===== src/rtl/regfile_sb_pkg.sv =====
// Shared defaults and helpers for the scoreboarded register file.
package regfile_sb_pkg;

  localparam int unsigned DEF_WIDTH = 32;
  localparam int unsigned DEF_DEPTH = 32;

  // Per-cycle movement of the outstanding-producer count.
  typedef enum logic [1:0] {
    CNT_HOLD = 2'd0,
    CNT_INC  = 2'd1,
    CNT_DEC  = 2'd2
  } cnt_step_e;

  function automatic int unsigned clog2(input int unsigned v);
    int unsigned r;
    r = 0;
    for (int unsigned p = 1; p < v; p = p << 1) r++;
    return r;
  endfunction

endpackage


===== src/rtl/regfile_scoreboard.sv =====
// Per-register pending-write bits with an incrementally maintained count.
module regfile_scoreboard
  import regfile_sb_pkg::*;
#(
  parameter  int unsigned DEPTH    = DEF_DEPTH,
  parameter  bit          ZERO_REG = 1'b1,
  localparam int unsigned AW       = clog2(DEPTH)
) (
  input  logic          clk_i,
  input  logic          rst_i,
  input  logic          we_i,
  input  logic [AW-1:0] waddr_i,
  input  logic          res_i,
  input  logic [AW-1:0] res_addr_i,
  input  logic [AW-1:0] rd_addr1_i,
  input  logic [AW-1:0] rd_addr2_i,
  output logic          busy1_o,
  output logic          busy2_o,
  output logic [AW:0]   count_o
);

  localparam logic [AW:0] ONE = (AW + 1)'(1);

  logic [DEPTH-1:0] pend_q, pend_d;
  logic [AW:0]      count_q, count_d;
  logic             wr_ok, res_ok, inc, dec;
  cnt_step_e        step;

  always_comb begin
    wr_ok  = we_i && !(ZERO_REG && waddr_i == '0);
    res_ok = res_i && !(ZERO_REG && res_addr_i == '0);

    // Reserve is applied after the write clear so a same-register collision stays pending.
    pend_d = pend_q;
    if (wr_ok)  pend_d[waddr_i]    = 1'b0;
    if (res_ok) pend_d[res_addr_i] = 1'b1;

    inc = res_ok && !pend_q[res_addr_i];
    dec = wr_ok && pend_q[waddr_i] && !(res_ok && res_addr_i == waddr_i);

    step = CNT_HOLD;
    if (inc && !dec)      step = CNT_INC;
    else if (dec && !inc) step = CNT_DEC;

    case (step)
      CNT_INC: count_d = count_q + ONE;
      CNT_DEC: count_d = count_q - ONE;
      default: count_d = count_q;
    endcase
  end

  always_ff @(posedge clk_i) begin
    if (rst_i) begin
      pend_q  <= '0;
      count_q <= '0;
    end else begin
      pend_q  <= pend_d;
      count_q <= count_d;
    end
  end

  assign busy1_o = pend_q[rd_addr1_i];
  assign busy2_o = pend_q[rd_addr2_i];
  assign count_o = count_q;

endmodule


===== src/rtl/regfile_sb.sv =====
// Two-read/one-write register file with optional zero register, write bypass
// and a pending-write scoreboard for decode-stage interlocks.
module regfile_sb
  import regfile_sb_pkg::*;
#(
  parameter  int unsigned WIDTH    = DEF_WIDTH,
  parameter  int unsigned DEPTH    = DEF_DEPTH,
  parameter  bit          ZERO_REG = 1'b1,
  parameter  bit          BYPASS   = 1'b1,
  localparam int unsigned AW       = clog2(DEPTH)
) (
  input  logic             Clk,
  input  logic             Reset,
  input  logic [AW-1:0]    ReadRegister1,
  input  logic [AW-1:0]    ReadRegister2,
  output logic [WIDTH-1:0] ReadData1,
  output logic [WIDTH-1:0] ReadData2,
  output logic             ReadBusy1,
  output logic             ReadBusy2,
  input  logic [AW-1:0]    WriteRegister,
  input  logic [WIDTH-1:0] WriteData,
  input  logic             RegWrite,
  input  logic [AW-1:0]    ReserveRegister,
  input  logic             Reserve,
  output logic [AW:0]      PendingCount
);

  logic [WIDTH-1:0] regs_q [DEPTH];
  logic             wr_ok, byp1, byp2, zero1, zero2;
  logic             sb_busy1, sb_busy2;

  always_comb begin
    wr_ok = RegWrite && !(ZERO_REG && WriteRegister == '0);
    byp1  = BYPASS && wr_ok && (WriteRegister == ReadRegister1);
    byp2  = BYPASS && wr_ok && (WriteRegister == ReadRegister2);
    zero1 = ZERO_REG && (ReadRegister1 == '0);
    zero2 = ZERO_REG && (ReadRegister2 == '0);
  end

  always_ff @(posedge Clk) begin
    if (Reset) begin
      for (int unsigned i = 0; i < DEPTH; i++) regs_q[i] <= '0;
    end else if (wr_ok) begin
      regs_q[WriteRegister] <= WriteData;
    end
  end

  always_comb begin
    ReadData1 = zero1 ? '0 : regs_q[ReadRegister1];
    ReadData2 = zero2 ? '0 : regs_q[ReadRegister2];
    ReadBusy1 = sb_busy1;
    ReadBusy2 = sb_busy2;
    // A forwarded write is the value the consumer waits for, so it also lifts busy.
    if (byp1) begin
      ReadData1 = WriteData;
      ReadBusy1 = 1'b0;
    end
    if (byp2) begin
      ReadData2 = WriteData;
      ReadBusy2 = 1'b0;
    end
  end

  regfile_scoreboard #(
    .DEPTH    (DEPTH),
    .ZERO_REG (ZERO_REG)
  ) u_scoreboard (
    .clk_i      (Clk),
    .rst_i      (Reset),
    .we_i       (RegWrite),
    .waddr_i    (WriteRegister),
    .res_i      (Reserve),
    .res_addr_i (ReserveRegister),
    .rd_addr1_i (ReadRegister1),
    .rd_addr2_i (ReadRegister2),
    .busy1_o    (sb_busy1),
    .busy2_o    (sb_busy2),
    .count_o    (PendingCount)
  );

endmodule

===== config.mk =====
export PLATFORM = sky130hd
export DESIGN_NAME = regfile_sb
export DESIGN_NICKNAME = d
export VERILOG_FILES = /design/src/rtl/regfile_sb_pkg.sv /design/src/rtl/regfile_scoreboard.sv /design/src/rtl/regfile_sb.sv
export SDC_FILE = /design/constraint.sdc
export NUM_CORES = 2
export LEC_CHECK = 0
export ABC_CLOCK_PERIOD_IN_PS = 5600
export BUFFER_PORTS_ARGS = -buffer_cell sky130_fd_sc_hd__buf_4
export CORE_UTILIZATION = 36
export DETAILED_ROUTE_END_ITERATION = 10
export GPL_ROUTABILITY_DRIVEN = 0
export PLACE_DENSITY = 0.49
export SLEW_MARGIN = 20
export SYNTH_ARGS = -nofsm -noshare
export SYNTH_HDL_FRONTEND = slang
export SYNTH_HIERARCHICAL = 1
export SYNTH_SLANG_ARGS = --single-unit

===== constraint.sdc =====
create_clock -name Clk -period 5.6 [get_ports Clk]
set_clock_uncertainty 0.1 [all_clocks]
set_input_delay 0.28 -clock Clk [delete_from_list [all_inputs] [get_ports Clk]]
set_output_delay 0.28 -clock Clk [all_outputs]
set_load 0.02 [all_outputs]

==> results_dict.tcl <==
set metrics [dict create \
    status "finished clean" \
    ios 128 \
    cellLeakagePower_nw 23.2 \
    io_buffers 127 \
    grt_overflow 0 \
    clk_latency_ns 0.79 \
    grt_pass1_wl_um 305000 \
    drtIter0Drc 4092 \
    area_growth_syn_to_layout_pct 13.5 \
    max_slew.worst_pin.slew_ns 1.15 \
    initial_core_util_pct 36.2 \
    wl_per_cell_um 33.8 \
    postCtsResizedCells 0 \
    synth_edf_count 1024 \
    dieWidth_um 404 \
    endpoint_kind "output port" \
    critPathKind "input pin to output port" \
    dpl.hpwl_um 131000 \
    grt_max_degree 75 \
    ant_nets 0 \
    fin_crit_sh_pct 83.0 \
    setup_viol 0 \
    clockBufferDepth 3 \
    final_cells 6479 \
    numCtsBuffers 130 \
    clk_pin_slew_worst_paths_ns 0.06 \
    finalPower_mw 20.2 \
    ys_types 61 \
    most-common-layout-cells "edfxtp_1 (1024), and2_1 (996), mux4_2 (377)" \
    post_cts_buffers 0 \
    grt_pass1_vias 38100 \
    numClockSinks 1062 \
    layout_min_cycle_time_ns 4.65 \
    power.density_nw_per_um2 306 \
    track_usage_pct 26.7 \
    rsz0062_at_grt "false" \
    dieArea_um2 163000 \
    critPathLaunchType "input pin" \
    crit_fanout 32 \
    hp-class "input pin to register" \
    rrSetupSlack_ns 2.16 \
    vdd_ir_drop_max_mv 0.228 \
    cap_violations 0 \
    yosys_warnings 6 \
    hold_viol_final 0 \
    syn_inst 4185 \
    final_common_cell "edfxtp_1" \
    coreArea_um2 160000 \
    ys_seq_area_share_pct 54.3 \
    dpl.cell_count 6194 \
    setup_tns_ns 0 \
    finish.utilization_pct 41.1 \
    drc_errors 0 \
    cts_root_buffer "clkbuf_16" \
    antenna_found_initial 11 \
    async_flop_share_pct 0 \
    fin_nets 4271 \
    timing.fmax_mhz 215 \
    required_ns 5.22 \
    relSlewSlack_pct 23.3 \
    cts_tree "built" \
    ys_ff_latch 1062 \
    maxSlewViolCount 0 \
    htreeDepth 4 \
    vias 38000 \
    synthFlopType "edfxtp_1" \
    critical_path_arrival_ns 4.27 \
    dieHeight_um 404 \
    layout-drive-gt1-share_pct 21.8 \
    multiInputGateArea_um2 25100 \
    drtPass1Iterations 6 \
    fill_cells 14800 \
    vias_per_cell 5.87 \
    regArea_um2 31500 \
    num_rows 147 \
    syn_avg_cell_area_um2 13.9 \
    wirelength_um 219000 \
    syn_area_um2 58100 \
]
per-layer routing:
layer / global-route usage (%) / wire length (um) / up-vias
li1: - / - / 16000
met1: 37.1 / 95300 / 20100
met2: 41.3 / 100000 / 1645
met3: 5.19 / 15400 / 310
met4: 10.2 / 8240 / 2
met5: 0 / 13 / -
synthesized netlist by cell type (38+ instances only):
cell type,number,share of area (%)
edfxtp_1,1024,53
and2_1,998,11
mux4_2,377,15
mux2i_1,357,6.2
clkbuf_1,309,2.0
nand2_1,167,1.1
buf_2,102,0.88
a21oi_1,99,0.85
a22oi_1,77,1.0
o22ai_1,59,0.64
mux2_2,56,1.1
a211oi_1,53,0.69
nor2_1,46,0.30
o21ai_0,45,0.39
dfxtp_1,38,1.3
nand3_1,38,0.33
metrics by stage:
step	hold WS, ns	instance area [um2]	setup slack, ns
finish	0.0493	65900	0.951
global route	0.0729	65900	1.00
CTS	0.0105	65900	1.07
detailed placement	0.399	61500	1.67
global placement	0.402	61400	1.49
floorplan	0.374	58200	2.36
worst max-delay path, cell delays in order:
cell           delay, ns
dlygate4sd3_1       0.59
buf_4               0.24
or3_1               0.52
o31ai_2             0.53
o31ai_4             0.13
buf_4               0.37
a211oi_1            0.76
a22o_1              0.55
buf_4               0.23
where the power goes:
group	total (mW)	internal, mW	leakage (nW)	switching (mW)
clock network	8.17	4.68	1.94	3.49
registers	9.38	9.14	10.1	0.236
logic	2.67	1.03	11.2	1.64
area by class of cell:
cell class,instances,area share [%]
diodes,12,0.0455
clock buffers,173,5.32
clock inverters,57,0.738
inverters,5,0.0285
multi-input cells,2709,38.1
flip-flops and latches,1062,47.8
well taps,2160,4.10
repair buffers,301,3.91
flip-flops by register name, summed over array words and instances (netlist names):
| name | cells |
|---|---|
| regs_q | 1024 |
| u_scoreboard/pend_q | 32 |
| u_scoreboard/count_o | 6 |
timing repair:
| item | CTS | global route |
|---|---|---|
| hold buffers | 43 | 0 |
| endpoints found under the hold margin | 1018 | 0 |
| setup endpoints to repair | 0 | 0 |
cells by family (layout without fill, tap and decap cells):
| logic type | after synthesis | in the layout | synth area share (%) |
|---|---|---|---|
| xor+xnor | 18 | 18 | 0.271 |
| compound gates | 494 | 494 | 6.04 |
| mux | 802 | 802 | 22.4 |
| other cells | 1 | 44 | 0.00646 |
| simple gates | 1357 | 1357 | 13.7 |
| buf+inv | 445 | 536 | 3.23 |
| flops | 1062 | 1062 | 54.3 |
| fa+ha+maj | 6 | 6 | 0.142 |
path summary, 6_finish.rpt:
kind / startpoint / to / depth (start not counted)
max: WriteRegister[3] / ReadData1[19] / 9
min: ReserveRegister[0] / u_scoreboard/pend_q[12] / 5
max reg2reg: u_scoreboard/pend_q[25] / u_scoreboard/count_o[4] / 12
min reg2reg: u_scoreboard/count_o[3] / u_scoreboard/count_o[3] / 2
Note: power is estimated with default switching activity, not from simulation.
